[config.mk]
export PLATFORM = sky130hd
export DESIGN_NAME = audio_capture
export DESIGN_NICKNAME = d
export VERILOG_FILES = /design/src/rtl/audio_capture.sv
export SDC_FILE = /design/constraint.sdc
export NUM_CORES = 1
export LEC_CHECK = 0
export BUFFER_PORTS_ARGS = -buffer_cell sky130_fd_sc_hd__buf_2
export CORE_ASPECT_RATIO = 1.75
export CORE_MARGIN = 5
export CORE_UTILIZATION = 40
export DETAILED_ROUTE_END_ITERATION = 16
export GPL_TIMING_DRIVEN = 0
export HOLD_SLACK_MARGIN = 0.12
export SYNTH_ARGS = -nofsm -noshare
export SYNTH_HDL_FRONTEND = slang
export SYNTH_SLANG_ARGS = --single-unit
[constraint.sdc]
create_clock -name ck -period 3.8 [get_ports ck]
set_clock_uncertainty 0.15 [all_clocks]
set_input_delay 0.76 -clock ck [delete_from_list [all_inputs] [get_ports ck]]
set_output_delay 0.76 -clock ck [all_outputs]
set_load 0.02 [all_outputs]
[src/rtl/audio_capture.sv]
// rtl/audio_capture.sv - multichannel I2S frame capture into the audio input RAM
//
// Purpose: on each accepted sample_en strobe, latch one multichannel frame
// into a shadow register and write it to the audio RAM one channel per cycle
// at address {chan, frame}, walking frame downwards through a FRAMES-deep
// history. A one-cycle frame_done pulse follows the last channel write.
// Optional feature: define AUDIO_CAPTURE_OVERRUN_EN to build the sticky
// overrun flag and an 8-bit saturating drop counter (drop_cnt, debug only).
//
// Ports:
//   ck          system clock
//   rst_n       asynchronous active-low reset
//   sample_en   one-cycle strobe, samples valid
//   samples     CHANNELS x IN_W two's complement samples, channel c at [c*IN_W +: IN_W]
//   chan_mask   per-channel capture enable, 0 writes zero
//   freeze      host owns the RAM, strobes in IDLE are ignored
//   clr_overrun clears the overrun flag and drop counter
//   we/waddr/wdata  RAM write port
//   frame       current frame index
//   frame_done  one-cycle pulse after the last channel write
//   busy        high while a frame is being written
//   overrun     sticky dropped-strobe flag
module audio_capture #(
  parameter int CHANNELS = 8,
  parameter int IN_W     = 16,
  parameter int OUT_W    = 16,
  parameter int FRAMES   = 256,
  parameter int CHAN_W   = $clog2(CHANNELS),
  parameter int FRAME_W  = $clog2(FRAMES),
  parameter int AUDIO_W  = CHAN_W + FRAME_W
) (
  input  logic                     ck,
  input  logic                     rst_n,
  input  logic                     sample_en,
  input  logic [CHANNELS*IN_W-1:0] samples,
  input  logic [CHANNELS-1:0]      chan_mask,
  input  logic                     freeze,
  input  logic                     clr_overrun,
  output logic                     we,
  output logic [AUDIO_W-1:0]       waddr,
  output logic [OUT_W-1:0]         wdata,
  output logic [FRAME_W-1:0]       frame,
  output logic                     frame_done,
  output logic                     busy,
  output logic                     overrun
);

  localparam int MAX_W = (IN_W > OUT_W) ? IN_W : OUT_W;

  typedef enum logic [1:0] {IDLE, WRITE, DONE} state_t;

  state_t                   state, state_n;
  logic [CHAN_W-1:0]        chan, chan_n, chan_inc;
  logic [CHANNELS*IN_W-1:0] shadow, shadow_n;
  logic [CHANNELS-1:0]      mask_sh, mask_n;
  logic [FRAME_W-1:0]       frame_n, frame_dec;
  logic                     we_n, frame_done_n, drop;
  logic [AUDIO_W-1:0]       waddr_n;
  logic [OUT_W-1:0]         wdata_n;

  // Sign-extend into the wider of the two widths, then keep the top OUT_W
  // bits: this truncates when narrowing and sign-extends when widening.
  function automatic logic [OUT_W-1:0] conv(input logic [IN_W-1:0] s);
    logic signed [MAX_W-1:0] ext;
    ext = MAX_W'($signed(s));
    return ext[MAX_W-1 -: OUT_W];
  endfunction

  function automatic logic [OUT_W-1:0] word(input logic [CHANNELS*IN_W-1:0] d,
                                            input logic [CHANNELS-1:0] m,
                                            input logic [CHAN_W-1:0] c);
    return m[c] ? conv(d[int'(c)*IN_W +: IN_W]) : '0;
  endfunction

  assign chan_inc  = chan + CHAN_W'(1);
  assign frame_dec = frame - FRAME_W'(1);

  always_ff @(posedge ck or negedge rst_n) begin
    if (!rst_n) begin
      state      <= IDLE;
      chan       <= '0;
      shadow     <= '0;
      mask_sh    <= '0;
      frame      <= '0;
      we         <= 1'b0;
      waddr      <= '0;
      wdata      <= '0;
      frame_done <= 1'b0;
      busy       <= 1'b0;
    end else begin
      state      <= state_n;
      chan       <= chan_n;
      shadow     <= shadow_n;
      mask_sh    <= mask_n;
      frame      <= frame_n;
      we         <= we_n;
      waddr      <= waddr_n;
      wdata      <= wdata_n;
      frame_done <= frame_done_n;
      busy       <= (state_n != IDLE);
    end
  end

  // Outputs are computed one cycle ahead so the RAM port is fully registered;
  // the first word of a frame therefore comes straight from the inputs.
  always_comb begin
    state_n      = state;
    chan_n       = chan;
    shadow_n     = shadow;
    mask_n       = mask_sh;
    frame_n      = frame;
    we_n         = 1'b0;
    waddr_n      = waddr;
    wdata_n      = wdata;
    frame_done_n = 1'b0;
    drop         = 1'b0;
    case (state)
      IDLE: begin
        if (sample_en && !freeze) begin
          shadow_n = samples;
          mask_n   = chan_mask;
          frame_n  = frame_dec;
          chan_n   = '0;
          we_n     = 1'b1;
          waddr_n  = {CHAN_W'(0), frame_dec};
          wdata_n  = word(samples, chan_mask, CHAN_W'(0));
          state_n  = WRITE;
        end
      end
      WRITE: begin
        drop = sample_en;
        if (chan == CHAN_W'(CHANNELS - 1)) begin
          frame_done_n = 1'b1;
          state_n      = DONE;
        end else begin
          chan_n  = chan_inc;
          we_n    = 1'b1;
          waddr_n = {chan_inc, frame};
          wdata_n = word(shadow, mask_sh, chan_inc);
        end
      end
      DONE: begin
        drop    = sample_en;
        state_n = IDLE;
      end
      default: state_n = IDLE;
    endcase
  end

`ifdef AUDIO_CAPTURE_OVERRUN_EN
  logic [7:0] drop_cnt;

  // A drop in the same cycle as clr_overrun leaves the flag set.
  always_ff @(posedge ck or negedge rst_n) begin
    if (!rst_n) begin
      overrun  <= 1'b0;
      drop_cnt <= '0;
    end else begin
      if (drop)
        overrun <= 1'b1;
      else if (clr_overrun)
        overrun <= 1'b0;
      if (clr_overrun)
        drop_cnt <= drop ? 8'd1 : 8'd0;
      else if (drop && drop_cnt != 8'hFF)
        drop_cnt <= drop_cnt + 8'd1;
    end
  end
`else
  logic unused_ovr;
  assign unused_ovr = clr_overrun ^ drop;
  assign overrun    = 1'b0;
`endif

endmodule

==> qor.txt <==
maxcap violations - 0
Resize count post-CTS - 0
drt first-iter violations - 308
Slowest cell on crit path - clkbuf_1
Final Wtd Congestion - 0.821
final worst-path cycle share - 68.6%
FP Rows - 68
GRT overflow - 0
Area contributors post-synth - dfrtp_1 55%, nand2_1 20%, mux4_2 9.3%
Die Span X - 117 um
Peak VDD IR - 405 uV
setup bufs post-CTS - 0
post-synthesis adder-cell area fraction - 0.471%
final worst path period need - 2610 ps
Post-Synthesis Cells - 809
R2R cell count - 6
worst skew pair latency - 430 ps
largest net degree at the start of global routing - 97
Data required, critical path - 3950 ps
xor and xnor area share after synthesis - 1.54%
Root Driver - clkbuf_16
TritonRoute pass-1 iters - 4
Die Area - 0.0230 mm^2
CTS tree - done
clock sinks - 176
first-pass GRT wire length - 35.9 mm
reg2reg end - wdata[9]$_DFFE_PN0P_
Largest delay share family, worst path - buffers and inverters
Via Count - 6199
Core Util, Final - 50.0%
status - finished, final reports clean
Final ANT Viol Nets - 0
starting density of the core - 40.6%
Crit Path Max Fanout - 10
PwrDens - 932 mW/mm^2
Tot GR Track Use - 21.1%
Post-Syn Area - 0.00798 mm^2
final setup vio count - 0
sequential share of the synthesized area - 55.2%
CP peak stage delay - 590 ps
Ports - 180
mux cell area share after synthesis - 12.0%
RSZ-0062 raised after global routing - no
endpoints failing hold - 0
Post-Route WL - 23.1 mm
Filler Cell Count - 1895
maximum clock rate - 0.384 GHz
Yosys warnings - 0
Buf+Inv Stages, Crit Path - 2
top cell type's share of synthesized area - 55.2%
type of origin of the critical path - register
Storage cell area - 0.00440 mm^2
Hold Path Class - primary input to async pin
Reg-to-Reg Start - waddr[8]$_DFFE_PN0P_
largest family of logic cells by synthesized area - simple AND/OR/NAND/NOR gates
Clock Tree Buf Depth - 2
Avg Cell Area, Syn - 9.86 um^2
WL/cell - 18.3 um
worst path arrival time - 2760 ps
Synth Net Count - 953
Die Y - 197 um
r2r setup slk - 1190 ps
crit-path cells - ha_1 -> buf_2 -> clkbuf_1 -> mux4_2 -> mux2i_1 -> o221ai_2
CTS H-Tree Depth - 4
synthesis-to-finish area growth - 23.1%
post-synth cell types - 35
via-per-instance ratio - 4.90
detailed placement HPWL - 17.7 mm
cell taking the most area after synthesis - dfrtp_1
initial antenna violation count - 2
Worst Tran Pin Value - 820 ps
Slew HR - 45.4%
nets - 1150
Hold WS - 151 ps
Hold Buf Count CTS - 0
DRC Markers - 0
critical path endpoint category - register
crit path kind - register to register
total CTS buffers - 17
layout cell share with drive strength beyond 1 - 28.9%
leak pwr - 5.18 nW
Seq cells post-synth - 176
vias in the first global route - 6571
final slew viol count - 0
Synth Area in Compound Gates - 3.58%
Simple-Gate Fraction of Synth Area - 23.0%
area of the multi-input gates - 0.00324 mm^2
Clock transition at path regs - 70 ps
core area - 0.0197 mm^2
power consumption - 9.15 mW
port buffer count - 177
[state kept, by name, indices dropped and copies added, names as in the netlist]
register / flops
wdata: 16
waddr: 11
frame: 8
state: 2
frame_done: 1
we: 1
mask_sh: 8
busy: 1
shadow: 128
[cell usage in the layout, fill, tap and decap left out, types with 2 or more instances in the layout]
master,n
inv_6,4
nand3_1,19
and2_1,3
clkinv_4,4
ha_1,3
clkbuf_1,19
o221ai_1,6
buf_2,203
clkbuf_16,17
mux2_2,3
a21oi_1,6
xnor2_1,8
nor2_2,2
inv_1,19
nand2_1,419
dfrtp_1,176
bufinv_16,3
buf_4,4
nor3_1,4
xor2_1,6
buf_6,2
mux2i_1,18
mux4_2,33
o21ai_0,2
inv_2,2
o221ai_2,10
nor2_1,8
[final cells by class]
| class | count | share of cell area (%) |
|---|---|---|
| Sequential cell | 176 | 44.9 |
| Clock inverter | 13 | 1.80 |
| Clock buffer | 19 | 4.41 |
| Tap cell | 245 | 3.12 |
| Antenna cell | 1 | 0.0255 |
| Timing Repair Buffer | 178 | 9.40 |
| Buffer | 50 | 2.56 |
| Multi-Input combinational cell | 562 | 33.0 |
| Inverter | 21 | 0.803 |
[where the power goes]
group          internal [mW]  switching [mW]  total, mW
registers               2.80           0.535       3.33
clock network           1.05           0.780       1.83
logic                   1.73            2.25       3.98
[layer usage]
| metal | part of all wire (%) | vias up | global-route usage (%) |
|---|---|---|---|
| met5 | 0.030 | - | 0 |
| met1 | 37 | 2980 | 24.5 |
| met4 | 3.6 | 2 | 9.18 |
| met3 | 5.7 | 29 | 4.36 |
| met2 | 53 | 187 | 37.0 |
| li1 | - | 3001 | - |
[cell usage after synthesis]
cell type / number
and3_1: 1
buf_2: 27
nor2_2: 2
xor2_1: 6
nor4b_2: 1
a21o_1: 1
mux2_2: 3
clkbuf_1: 17
nor3b_1: 1
dfrtp_1: 176
a22o_1: 1
or4b_1: 1
o221ai_1: 6
o2111ai_4: 1
nor2_1: 8
and2_1: 3
o21ai_0: 2
nor2b_1: 1
conb_1: 1
or4_4: 1
nor4b_4: 1
mux2i_1: 18
o221ai_2: 10
nand2b_1: 1
buf_4: 4
nor3_1: 4
inv_2: 2
nand2_1: 419
buf_6: 2
mux4_2: 33
nand3_1: 19
xnor2_1: 8
inv_1: 19
a21oi_1: 6
ha_1: 3
[how the worst max path moves through the flow]
stage | from | end | slack, ps | depth (start not counted)
2_1_floorplan | waddr[8]$_DFFE_PN0P_ | wdata[10]$_DFFE_PN0P_ | 1520 | 6
3_3_place_gp | rst_n | shadow[23]$_DFFE_PN0P_ | -1070 | 1
3_5_place_dp | freeze | wdata[8]$_DFFE_PN0P_ | 1080 | 7
4_1_cts | waddr[8]$_DFFE_PN0P_ | wdata[9]$_DFFE_PN0P_ | 1180 | 6
5_1_grt | waddr[8]$_DFFE_PN0P_ | wdata[9]$_DFFE_PN0P_ | 1050 | 6
6_report | waddr[8]$_DFFE_PN0P_ | wdata[9]$_DFFE_PN0P_ | 1190 | 6
[kinds of logic (layout without fill, tap and decap cells)]
group | Yosys count | in the layout
xor gates and xnor gates | 14 | 14
buffers and inverters | 71 | 281
other | 1 | 2
adders and majority gates | 3 | 3
muxes | 54 | 54
DFF | 176 | 176
AOI/OAI and AO/OA | 27 | 27
and+or+nand+nor | 463 | 463
[through the flow]
step	TNS [ps]	instance area [um^2]	setup slack [ps]	std cells
final	0	9820	1190	1265
after global routing	0	9820	1050	1265
after CTS	0	9820	1180	1264
after detailed placement	0	9210	1080	1232
after global placement	-184880	9170	-1070	1231
after floorplan	0	7980	1520	809
[worst reg2reg max path: stages, from the launching register on]
cell,delay [ps]
dfrtp_1,410
ha_1,280
buf_2,230
clkbuf_1,590
mux4_2,490
mux2i_1,220
o221ai_2,110
(Power assumes the default switching activity.)
